==> config.mk <==
export PLATFORM = sky130hd
export DESIGN_NAME = board_access_arbiter
export DESIGN_NICKNAME = d
export VERILOG_FILES = /design/src/rtl/board_arb_pkg.sv /design/src/rtl/board_rsp_pipe.sv /design/src/rtl/board_access_arbiter.sv
export SDC_FILE = /design/constraint.sdc
export NUM_CORES = 1
export LEC_CHECK = 0
export ABC_AREA = 1
export CAP_MARGIN = 20
export CORE_MARGIN = 2
export CORE_UTILIZATION = 47
export CTS_BUF_LIST = sky130_fd_sc_hd__clkbuf_8
export CTS_CLUSTER_DIAMETER = 80
export DETAILED_ROUTE_END_ITERATION = 6
export PLACE_DENSITY_LB_ADDON = 0.05
export SETUP_SLACK_MARGIN = 0.2
export SLEW_MARGIN = 20
export SYNTH_ARGS = -nofsm -noshare
export SYNTH_HDL_FRONTEND = slang
export SYNTH_SLANG_ARGS = --single-unit
==> constraint.sdc <==
create_clock -name clk -period 3.03 [get_ports clk]
set_input_delay 0.4545 -clock clk [delete_from_list [all_inputs] [get_ports clk]]
set_output_delay 0.4545 -clock clk [all_outputs]
set_load 0.03 [all_outputs]
==> src/rtl/board_arb_pkg.sv <==
// Shared types and constants for the board access arbiter.
package board_arb_pkg;

  localparam int unsigned ROW_BITS_DEF = 3;
  localparam int unsigned COL_BITS_DEF = 3;

  // Requester identity carried with each access
  typedef enum logic [1:0] {
    REQ_NONE = 2'd0,
    REQ_GAME = 2'd1,
    REQ_CHK  = 2'd2,
    REQ_DISP = 2'd3
  } req_id_e;

  // Cell contents stored in the board
  typedef enum logic [1:0] {
    EMPTY   = 2'd0,
    PLAYER1 = 2'd1,
    PLAYER2 = 2'd2
  } player_e;

  // One stage of the read-return pipe
  typedef struct packed {
    logic    valid;
    req_id_e id;
  } rsp_tag_t;

endpackage

==> src/rtl/board_rsp_pipe.sv <==
// Read-return pipe: delays the granted requester id by the board read
// latency, then emits a one-cycle rvalid to that requester with the
// registered board data.
module board_rsp_pipe
  import board_arb_pkg::*;
#(
  parameter int unsigned RD_LATENCY = 1
) (
  input  logic       clk,
  input  logic       rst,
  input  logic       in_valid,
  input  logic [1:0] in_id,
  input  logic [1:0] mem_data,
  output logic       g_rvalid,
  output logic       v_rvalid,
  output logic       d_rvalid,
  output logic [1:0] rdata
);

  rsp_tag_t pipe_q [RD_LATENCY];
  rsp_tag_t tail;

  assign tail = pipe_q[RD_LATENCY-1];

  // Shift the requester tag along while the board produces the data
  always_ff @(posedge clk or posedge rst) begin
    if (rst) begin
      for (int i = 0; i < int'(RD_LATENCY); i++) begin
        pipe_q[i] <= '0;
      end
    end else begin
      pipe_q[0].valid <= in_valid;
      pipe_q[0].id    <= req_id_e'(in_id);
      for (int i = 1; i < int'(RD_LATENCY); i++) begin
        pipe_q[i] <= pipe_q[i-1];
      end
    end
  end

  // Decode the tag at the pipe tail into per-requester valids; capture data
  always_ff @(posedge clk or posedge rst) begin
    if (rst) begin
      g_rvalid <= 1'b0;
      v_rvalid <= 1'b0;
      d_rvalid <= 1'b0;
      rdata    <= 2'd0;
    end else begin
      g_rvalid <= tail.valid && (tail.id == REQ_GAME);
      v_rvalid <= tail.valid && (tail.id == REQ_CHK);
      d_rvalid <= tail.valid && (tail.id == REQ_DISP);
      if (tail.valid) begin
        rdata <= mem_data;
      end
    end
  end

endmodule

==> src/rtl/board_access_arbiter.sv <==
// Fixed-priority arbiter sharing the board port between the game FSM,
// victory checker and display scanner, with a starvation guard that lifts
// the display to top priority after STARVE_LIMIT consecutive lost cycles.
module board_access_arbiter
  import board_arb_pkg::*;
#(
  parameter int unsigned ROW_BITS     = ROW_BITS_DEF,
  parameter int unsigned COL_BITS     = COL_BITS_DEF,
  parameter int unsigned STARVE_LIMIT = 4,
  parameter int unsigned RD_LATENCY   = 1
) (
  input  logic                clk,
  input  logic                rst,
  input  logic                g_req,
  input  logic                g_wr,
  input  logic [ROW_BITS-1:0] g_row,
  input  logic [COL_BITS-1:0] g_col,
  input  logic [1:0]          g_wdata,
  output logic                g_gnt,
  output logic                g_rvalid,
  input  logic                v_req,
  input  logic [ROW_BITS-1:0] v_row,
  input  logic [COL_BITS-1:0] v_col,
  output logic                v_gnt,
  output logic                v_rvalid,
  input  logic                d_req,
  input  logic [ROW_BITS-1:0] d_row,
  input  logic [COL_BITS-1:0] d_col,
  output logic                d_gnt,
  output logic                d_rvalid,
  output logic [1:0]          rdata,
  output logic [ROW_BITS-1:0] mem_row,
  output logic [COL_BITS-1:0] mem_col,
  output logic                mem_write,
  output logic [1:0]          mem_wdata,
  input  logic [1:0]          mem_data
);

  req_id_e             win_d;
  req_id_e             rd_id_q;
  logic [2:0]          starve_q, starve_d;
  logic [ROW_BITS-1:0] row_mux;
  logic [COL_BITS-1:0] col_mux;
  logic                starved;

  assign starved = d_req && (32'(starve_q) >= STARVE_LIMIT);

  // Pick the winner for this cycle and the next starvation count
  always_comb begin
    win_d    = REQ_NONE;
    starve_d = starve_q;
    row_mux  = mem_row;
    col_mux  = mem_col;
    if (starved) begin
      win_d = REQ_DISP;
    end else if (g_req) begin
      win_d = REQ_GAME;
    end else if (v_req) begin
      win_d = REQ_CHK;
    end else if (d_req) begin
      win_d = REQ_DISP;
    end
    unique case (win_d)
      REQ_GAME: begin row_mux = g_row; col_mux = g_col; end
      REQ_CHK:  begin row_mux = v_row; col_mux = v_col; end
      REQ_DISP: begin row_mux = d_row; col_mux = d_col; end
      default:  ;
    endcase
    if (!d_req || win_d == REQ_DISP) begin
      starve_d = 3'd0;
    end else if (starve_q != 3'd7) begin
      starve_d = starve_q + 3'd1;
    end
  end

  // Register grants and the board address/control; hold address when idle
  always_ff @(posedge clk or posedge rst) begin
    if (rst) begin
      g_gnt     <= 1'b0;
      v_gnt     <= 1'b0;
      d_gnt     <= 1'b0;
      mem_write <= 1'b0;
      mem_row   <= '0;
      mem_col   <= '0;
      mem_wdata <= 2'd0;
      starve_q  <= 3'd0;
      rd_id_q   <= REQ_NONE;
    end else begin
      g_gnt     <= (win_d == REQ_GAME);
      v_gnt     <= (win_d == REQ_CHK);
      d_gnt     <= (win_d == REQ_DISP);
      mem_write <= (win_d == REQ_GAME) && g_wr;
      mem_row   <= row_mux;
      mem_col   <= col_mux;
      starve_q  <= starve_d;
      if (win_d == REQ_GAME) begin
        mem_wdata <= g_wdata;
      end
      // Only reads travel down the return pipe
      rd_id_q   <= (win_d == REQ_GAME && g_wr) ? REQ_NONE : win_d;
    end
  end

  board_rsp_pipe #(
    .RD_LATENCY(RD_LATENCY)
  ) u_rsp_pipe (
    .clk      (clk),
    .rst      (rst),
    .in_valid (rd_id_q != REQ_NONE),
    .in_id    (rd_id_q),
    .mem_data (mem_data),
    .g_rvalid (g_rvalid),
    .v_rvalid (v_rvalid),
    .d_rvalid (d_rvalid),
    .rdata    (rdata)
  );

endmodule

# ---- Yosys cells after proc, flatten, opt, wreduce, memory -nomap -nowiden
# Cells that the tools add are included.
# W data, S select, Z words.
dict set report totals {
  reg_bits 25
  inputBits 28
  out_inout_bits 17
  wordCells 43
}
dict set report op_classes {
  add_sub_neg 1
  order_cmp 1
  eq_ne 7
  muxes 9
  n_reduce_logical 10
}
# operator count
set op_table {}
lappend op_table {{$pmux W3 S3} 2}
lappend op_table {{$mux W2} 5}
lappend op_table {{$eq A2 B2 Y1 const B} 4}
lappend op_table {{$mux W3} 2}
lappend op_table {{$logic_and A1 B1 Y1} 5}
lappend op_table {{$eq A2 B1 Y1 const B} 2}
lappend op_table {{$reduce_bool A2 Y1} 2}
lappend op_table {{$add A3 B1 Y3 const B} 1}
lappend op_table {{$ge A3 B3 Y1 const B} 1}
lappend op_table {{$ne A3 B3 Y1 const B} 1}
lappend op_table {{$reduce_bool A3 Y1} 1}
lappend op_table {{$logic_not A1 Y1} 1}
lappend op_table {{$logic_or A1 B1 Y1} 1}

# ---- Depth between registers and ports, before layout
dict set report logic_depth {
  ltp_word 7
  depth_mapped 8
}

# ---- Hierarchy
# Synthesis repeated with hierarchy kept, for this count alone.
dict set report unflattened {
  hier_cells 125
  area_unflattened_um2 1108.6
}
# mod instances cells_per_inst area_each_um2 seq_area_each_um2
set by_module_without_submodules {}
lappend by_module_without_submodules {board_access_arbiter 1 103 855.8 425.4}
lappend by_module_without_submodules {board_rsp_pipe 1 22 252.7 200.2}

# ---- Worst setup path before layout
# OpenSTA, ideal clock, no wires.
dict set report synth_path {
  path_type {input to register}
  from {input d_req}
  to {register mem_row[0]}
  t_arrival_ns 1.117
  path_slack_ns 1.800
  cell_stages 7
  cell_sequence {inv_1 > nand2_2 > nor2_1 > inv_1 > or2_1 > nand2_1 > inv_1}
}
dict set report synth_between {
  elab_chain_cells 6
}
# element line
set synth_lines {}
lappend synth_lines {{start: declaration} board_access_arbiter.sv:26} ;# input logic d_req,
lappend synth_lines {{$mux W2} board_access_arbiter.sv:60} ;# end else if (d_req) begin
lappend synth_lines {{$mux W2} board_access_arbiter.sv:58} ;# end else if (v_req) begin
lappend synth_lines {{$mux W2} board_access_arbiter.sv:56} ;# end else if (g_req) begin
lappend synth_lines {{$mux W2 (*)} board_access_arbiter.sv:54} ;# if (starved) begin
lappend synth_lines {{$eq A2 B2 Y1 / $eq A2 B1 Y1 (equally long branches)} board_access_arbiter.sv:63} ;# unique case (win_d)
lappend synth_lines {{$pmux W3 S3 / $reduce_bool A3 Y1 (equally long branches)} --}
lappend synth_lines {{end signal: assignment} board_access_arbiter.sv:93} ;# mem_row <= row_mux;
lappend synth_lines {{end: declaration} board_access_arbiter.sv:32} ;# output logic [ROW_BITS-1:0] mem_row,
# Every way passes the cells marked *; elsewhere a longest branch is shown, timed or not.
# A chain may end at the register's enable or synchronous reset.

# ---- Worst setup path after layout
dict set report layout_path {
  from {register mem_col[0]}
  to {output mem_col[0]}
}
# element line
set layout_rtl {}
lappend layout_rtl {{start: declaration} board_access_arbiter.sv:33} ;# output logic [COL_BITS-1:0] mem_col,
lappend layout_rtl {{start signal: assignment} board_access_arbiter.sv:94} ;# mem_col <= col_mux;
# No word-level cell between the ends.

==> results_dict.tcl <==
set metrics [dict create \
    yosysSeqAreaShare_pct 56.50 \
    synth-compound-area-share_pct 4.859 \
    ant_nets 0 \
    drive_gt1_share_pct 7.229 \
    worstSetupPathType "flip-flop to output port" \
    yosysMostFrequentCell "nand2_1" \
    postSynthAreaPerCell_um2 9.305 \
    synth_area_leaders "dfrtp_1 56%, nand2_1 8.8%, nor2_1 5.8%, nand3_1 5.0%, inv_1 4.7%" \
    grt_start_max_net_pins 26 \
    tritoncts "done" \
    cts_setup_buffers 0 \
    synthArstFlopShare_pct 100.0 \
    crit_family "buffers and inverters" \
    ctsResizeCount 0 \
    cp.required_ns 2.58 \
    fp.coreArea_um2 2212 \
    ys_types 21 \
    crit_path_end_kind "output port" \
    critical-path-max-stage-delay_ns 0.68 \
    setup-tns-final_ns 0 \
    final_max_slew_viol_count 0 \
    cts_htree_levels 1 \
    nets 197 \
    nFillCells 182 \
    die_h_um 52.54 \
    grt_use_total_pct 18.72 \
    start_kind "flip-flop" \
    portBuffers 44 \
    grt_pass1_wl_um 3760 \
    drtPass1Iterations 3 \
    die_area_um2 2760 \
    die_w_um 52.54 \
    std_cell_rows 17 \
    synth_ff_type "dfrtp_1" \
    synthesis.area_um2 1107 \
    cts-root-buf "clkbuf_8" \
    finalHoldViolCount 0 \
    synth_top_family_by_area "simple AND/OR/NAND/NOR gates" \
    ir_worst_vdd_v 0.0002768 \
    wire_per_inst_um 11.67 \
    grt-busiest-layer "met2" \
    slowest_stage "clkdlybuf4s50_1" \
    via_per_inst 4.701 \
    max-cap-violations 0 \
    yosysTopAreaCell "dfrtp_1" \
    cts_buffers 3 \
    initial_core_util_pct 50.06 \
    antenna_found_initial 0 \
    critical_path_buf_inv_count 1 \
    status "completed" \
    synthSimpleGateAreaFrac_pct 28.93 \
    first_global_vias 910 \
    yosysTopAreaCellShare_pct 56.50 \
    cp.arrival_ns 1.32 \
    synth_top_cells_by_count "26 x nand2_1, 25 x dfrtp_1, 17 x nor2_1, 14 x inv_1, 11 x nand3_1" \
    dp_hpwl_um 1810 \
    syn_to_final_growth_pct 46.10 \
    ios 45 \
    drt_iter0_markers 5 \
    synth-seq-cells 25 \
    tightestPinTransition_ns 0.9164 \
    layout_min_cycle_time_ns 1.779 \
    power_uw 769.5 \
    skew_ns 0.005839 \
    met2_usage_pct 33.96 \
    grtUsageMet3_pct 3.714 \
    synth_cells 119 \
    finalCritPeriodShare_pct 58.71 \
    clkSinkCount 25 \
    setup_violations 0 \
    diodes 0 \
    path_cells "clkdlybuf4s50_1" \
    muxShareOfSynthArea_pct 0.9040 \
    clock_latency_ns 0.27 \
    path_clk_slew_ns 0.09 \
    relSlewSlack_pct 38.84 \
    syn_nets 149 \
    synth_edf_count 0 \
    leakagePower_uw 0.0007962 \
    synth_xor_area_share_pct 0.7910 \
    worstPathMaxFanout 2 \
    ctsHoldBuffers 0 \
    hold_path.class "flip-flop to flip-flop" \
    gp_congestion 0.7643 \
    max_clock_freq_ghz 0.5621 \
    vias 912 \
    synth-adder-area-share_pct 2.260 \
    cts_max_path_buffers 2 \
    drt-total-wl_um 2264 \
    power_density_nw_per_um2 475.6 \
    yosys_warnings 0 \
    remaining_drc_errors 0 \
    rsz0062_at_grt "false" \
    met1_usage_pct 21.72 \
    overflow 0 \
]
[metrics by stage]
stage / utilization, % / hold slack, ns / cell area [µm²] / std cells / setup slack (ns)
3_5_place_dp: 71.04 / 0.3703 / 1572 / 190 / 1.108
2_1_floorplan: - / 0.3461 / 1107 / 119 / 1.800
3_3_place_gp: 71.04 / 0.3491 / 1572 / 190 / 1.153
5_1_grt: 73.13 / 0.3988 / 1618 / 194 / 1.216
6_report: 73.13 / 0.3860 / 1618 / 194 / 1.251
4_1_cts: 73.13 / 0.3885 / 1618 / 194 / 1.248
[cell usage in the layout (no fill, tap or decap), types with 3 or more instances in the layout]
cell type / netlist / routed
clkdlybuf4s50_1: 0 / 44
nand2_1: 26 / 26
dfrtp_1: 25 / 25
nor2_1: 17 / 17
inv_1: 14 / 14
nand3_1: 11 / 11
nand2_4: 3 / 3
or2_1: 3 / 3
nor3_1: 3 / 3
o21a_1: 3 / 3
clkbuf_8: 0 / 3
[registers in the layout, summed over array words and instances, names as in the netlist]
name,count
u_rsp_pipe.rdata,2
starve_q,3
g_gnt,1
mem_wdata,2
u_rsp_pipe.pipe_q,3
u_rsp_pipe.d_rvalid,1
rd_id_q,2
v_gnt,1
u_rsp_pipe.g_rvalid,1
d_gnt,1
mem_row,3
mem_col,3
u_rsp_pipe.v_rvalid,1
mem_write,1
[logic make-up after synthesis]
| logic type | count (synthesis) |
|---|---|
| flops | 25 |
| compound gates | 7 |
| xor+xnor | 1 |
| simple gates | 68 |
| mux | 1 |
| buf+inv | 15 |
| fa+ha+maj | 2 |
[routing by layer]
metal | part of all wire, % | vias up
met5 | 0 | -
met4 | 1.4 | 0
met3 | 4.8 | 4
met2 | 52 | 26
met1 | 41 | 418
li1 | - | 464
[layout make-up]
cell class,count,area [µm²],area share (%)
multi-input cells,79,417.9,25.83
repair buffers,44,440.4,27.22
flip-flops and latches,25,625.6,38.67
well taps,28,35.03,2.166
clock buffers,3,41.29,2.552
clock inverters,1,5.005,0.3094
inverters,14,52.55,3.248
[where the power goes]
group	switching (µW)	total [µW]	leakage, µW	internal, µW
Combinational	106	197	0.000463	91.1
Clock	102	194	0.0000255	91.8
Sequential	15.7	379	0.000307	363
Total	223	769	0.000796	546
[path summary, 6_finish.rpt]
path	start	end	slack, ns	depth (start not counted)
min reg2reg	rd_id_q[1]$_DFF_PP0_	u_rsp_pipe.pipe_q[1]$_DFF_PP0_	0.39	0
max reg2reg	starve_q[2]$_DFFE_PP0P_	mem_row[1]$_DFFE_PP0P_	1.79	7
min in group asynchronous	rst	mem_write$_DFF_PP0_	0.68	2
min	rd_id_q[1]$_DFF_PP0_	u_rsp_pipe.pipe_q[1]$_DFF_PP0_	0.39	0
max in group asynchronous	rst	u_rsp_pipe.pipe_q[1]$_DFF_PP0_	1.78	2
max	mem_col[0]$_DFFE_PP0P_	mem_col[0]	1.25	1
(Power assumes the default switching activity.)
==> RTL change 1, RTL diff (config.mk and constraints unchanged) <==
Set the package constant `ROW_BITS_DEF` to 6 (it was 3).
--- a/src/rtl/board_arb_pkg.sv
+++ b/src/rtl/board_arb_pkg.sv
@@ -2,5 +2,5 @@
 package board_arb_pkg;
 
-  localparam int unsigned ROW_BITS_DEF = 3;
+  localparam int unsigned ROW_BITS_DEF = 6;
   localparam int unsigned COL_BITS_DEF = 3;
 
Interface: changed (resized d_row, g_row, mem_row and v_row); port bits go from 45 to 57. The function was not compared with the original's and may differ.
==> RTL change 1 against the original RTL <==
Sequential cell count is 3 higher; worst setup slack worse by 7.0 ps; combinational power is 26% higher; power is 26% higher; largest power group unchanged; area after synthesis is 19% higher; cell area is 20% higher; routed wire length is 24% higher; clock skew is 3.5 ps lower; critical path type unchanged.
==> RTL change 1: results <==
{
  "status": "finished, final reports clean",
  "firstDrtPassIters": 4,
  "grt_max_degree": 29,
  "placed_cell_area_um2": 1880,
  "wl_met2_um": 1420,
  "dp_cells": 229,
  "fin_worst_skew_ps": 2.35,
  "grt_usage_pct": 19.1,
  "routed-via-count": 1126,
  "p_leak_uw": 0.000941,
  "intPower_uw": 701,
  "synthTopCellsByArea": "dfrtp_1 (53%), nand2_1 (8.9%), nor2_1 (7.1%)",
  "grt_util_met3_pct": 5.30,
  "drt-initial-drc-count": 21,
  "place_worst_setup_slack_ps": 978,
  "pg_seq_uw": 426,
  "worstMarginPinSlew_ps": 567,
  "grt_pass1_wl_um": 4740,
  "wl_met3_um": 226,
  "pwr-share-seq_pct": 44.1,
  "drive_gt1_share_pct": 8.91,
  "dp_hpwl_um": 2130,
  "power.share.combinational_pct": 25.7,
  "yosysSeqAreaShare_pct": 53.4,
  "drt-met1-wl_um": 1110
}
## RTL change 1: cell types whose count changed in the layout (fill, tap and decap cells not counted), sizes merged
cell / before / now
nand2: 30 / 35
a21oi: 3 / 4
clkdlybuf4s50: 44 / 56
o21a: 3 / 6
nand3: 12 / 16
nor2: 18 / 27
clkinv: 1 / 0
o21ai: 1 / 0
dfrtp: 25 / 28
bufinv: 0 / 1
## RTL change 1: worst paths after layout
check                                        start                              to  slack (ps)  depth (start not counted)
min in group asynchronous                      rst   u_rsp_pipe.v_rvalid$_DFF_PP0_         540                          2
min reg2reg                   rd_id_q[1]$_DFF_PP0_  u_rsp_pipe.pipe_q[1]$_DFF_PP0_         380                          0
max in group asynchronous                      rst                 d_gnt$_DFF_PP0_        2110                          2
max                         mem_row[1]$_DFFE_PP0P_                      mem_row[1]        1240                          1
max reg2reg                starve_q[2]$_DFFE_PP0P_          mem_col[2]$_DFFE_PP0P_        1650                          7
min                           rd_id_q[1]$_DFF_PP0_  u_rsp_pipe.pipe_q[1]$_DFF_PP0_         380                          0
## RTL change 1: kinds of logic after synthesis
group / share of synthesized area [%]
XOR/XNOR: 0.667
multiplexers: 0.763
flip-flops: 53.4
buffers and inverters: 6.58
AO/OA/AOI/OAI: 5.81
AND/OR/NAND/NOR: 30.9
adder cells (fa/ha/maj): 1.91
## RTL change 1: layout make-up
type	instances	area, um^2
Clock inverter	1	30.0
Inverter	14	52.6
Multi-Input combinational cell	100	526
Clock buffer	3	41.3
Fill cell	228	761
Timing Repair Buffer	56	561
Sequential cell	28	701
Tap cell	31	38.8
## RTL change 1: worst register-to-register path: cells and delay by family, from the launching register on
kind                   cells  cell delay (ps)
AND/OR/NAND/NOR            6              870
buffers and inverters      1               50
flip-flops                 1              420
==> RTL change 2, RTL diff (config.mk and constraints unchanged) <==
Made on the original files. Make the reset (`rst`) synchronous in 3 clocked blocks.
--- a/src/rtl/board_rsp_pipe.sv
+++ b/src/rtl/board_rsp_pipe.sv
@@ -24,5 +24,5 @@
 
   // Shift the requester tag along while the board produces the data
-  always_ff @(posedge clk or posedge rst) begin
+  always_ff @(posedge clk) begin
     if (rst) begin
       for (int i = 0; i < int'(RD_LATENCY); i++) begin
@@ -39,5 +39,5 @@
 
   // Decode the tag at the pipe tail into per-requester valids; capture data
-  always_ff @(posedge clk or posedge rst) begin
+  always_ff @(posedge clk) begin
     if (rst) begin
       g_rvalid <= 1'b0;
--- a/src/rtl/board_access_arbiter.sv
+++ b/src/rtl/board_access_arbiter.sv
@@ -75,5 +75,5 @@
 
   // Register grants and the board address/control; hold address when idle
-  always_ff @(posedge clk or posedge rst) begin
+  always_ff @(posedge clk) begin
     if (rst) begin
       g_gnt     <= 1'b0;
Formal check against the unedited RTL: differs if rst is asserted again (counterexample within 4 cycles, from zero or initial values and one cycle with rst high); with rst held inactive, the same outputs for 10 cycles.
==> RTL change 2 against the original RTL <==
Via count grew 8.0%; clock power grew 3%; fmax grew 1.6%; area after synthesis shrank 9.0%; worst setup slack gained 28 ps; routed wire length grew 0.57%; hold slack gained 24 ps; power shrank 9.0%; sequential cell count is the same; sequential share of layout area shrank 5.5 points; cell area shrank 6.7%; global-route usage grew 1.6 points; first-iteration DRC count grew 140%; largest cell class unchanged.
==> RTL change 2: results <==
{
  "synth_fa_ha_area_share_pct": 2.48,
  "viasPerCell": 4.78,
  "grt_max_degree": 16,
  "switching_share_pct": 27.0,
  "post_cts_buffers": 0,
  "fin_setup_tns_ps": 0,
  "p_leak_uw": 0.000662,
  "synth_nets": 164,
  "hp-class": "reg -> reg",
  "htreeDepth": 1,
  "antenna_found_initial": 0,
  "fin_nets": 210,
  "relSlewSlack_pct": 68.9,
  "clockRootBuffer": "clkbuf_8",
  "place.gp.congestion": 0.793,
  "cts_resized": 0,
  "ir_drop_v": 0.000340,
  "dp_hpwl_um": 1800,
  "synthFlopType": "dfxtp_1",
  "crit_slowest_cell": "clkdlybuf4s50_1",
  "cpPeakStageDelay_ps": 680,
  "reg2regPathDepth": 7,
  "synthTopCellsByArea": "dfxtp_1 (50%), nor2_1 (11%), nand2_1 (7.5%)",
  "path_delay_family": "buffers and inverters",
  "grt_pass1_vias": 943,
  "yosysSeqAreaShare_pct": 49.7,
  "yosys-top-cells-count": "nor2_1 (30), dfxtp_1 (25), nand2_1 (20)",
  "synth_xor_area_share_pct": 0.870,
  "muxShareOfSynthArea_pct": 0,
  "synth.distinct_cells": 17,
  "synth_compound_area_share_pct": 11.3,
  "grt_usage_pct": 20.3,
  "drt-initial-drc-count": 12,
  "cts_buffers": 3,
  "antennaDiodeCount": 0,
  "wl_per_cell_um": 11.1,
  "cts_max_path_buffers": 2,
  "ys_warn_count": 0,
  "clkTransAtPathRegs_ps": 90,
  "insertion_delay_ps": 270,
  "drive_gt1_share_pct": 4.47,
  "holdPathStages": 1,
  "grt_pass1_wl_um": 3910,
  "synthArstFlopShare_pct": 0,
  "critPathMaxFanout": 2,
  "fillers": 147,
  "firstDrtPassIters": 4,
  "port_buffers": 44,
  "worstPathArrival_ps": 1300,
  "status": "finished, final reports clean",
  "fin_worst_skew_ps": 6.00
}
[RTL change 2: final cells by class]
type,instances,area (um^2),area share [%]
tap,27,33.8,2.24
sequential,25,500,33.1
inverter,15,56.3,3.73
clock buffer,3,41.3,2.73
clock inverter,1,7.51,0.497
timing repair buffer,44,440,29.2
multi-input combinational,91,430,28.5
[RTL change 2: metrics by stage]
step	area [um^2]	hold slack (ps)	total power (uW)	setup WS (ps)	std cells
floorplan	1010	392	438	1830	134
global placement	1460	400	506	1180	202
detailed placement	1460	397	510	1130	202
CTS	1510	412	709	1270	206
global route	1510	417	736	1240	206
finish	1510	410	700	1280	206
[RTL change 2: power by group through the flow]
stage | combinational, uW | clock (uW) | sequential (uW)
floorplan | 48.5 | 0 | 389
global placement | 144 | 0 | 362
detailed placement | 147 | 0 | 363
CTS | 147 | 206 | 355
global route | 161 | 217 | 358
finish | 146 | 199 | 355
[RTL change 2: final timing paths]
| check | from | endpoint | slack, ps |
|---|---|---|---|
| setup / recovery | mem_row[0]$_SDFFE_PP0P_ | mem_row[0] | 1280 |
| hold reg to reg | u_rsp_pipe.pipe_q[0][0]$_SDFF_PP0_ | u_rsp_pipe.v_rvalid$_SDFF_PP0_ | 410 |
| setup reg to reg | starve_q[2]$_SDFFE_PP0P_ | mem_row[2]$_SDFFE_PP0P_ | 1780 |
| hold / removal | u_rsp_pipe.pipe_q[0][0]$_SDFF_PP0_ | u_rsp_pipe.v_rvalid$_SDFF_PP0_ | 410 |
[RTL change 2: routing by layer]
metal	up-vias	share of wire, %	GRT usage (%)
li1	515	-	-
met1	434	43	22.9
met2	34	50	37.1
met3	2	5.4	3.57
met4	0	1.4	9.01
met5	-	0	0
[RTL change 2: logic make-up (layout without fill, tap and decap cells)]
| family | after synthesis | in the layout |
|---|---|---|
| and+or+nand+nor | 68 | 68 |
| DFF | 25 | 25 |
| AOI/OAI and AO/OA | 20 | 20 |
| buffers and inverters | 18 | 63 |
| adders and majority gates | 2 | 2 |
| xor gates and xnor gates | 1 | 1 |
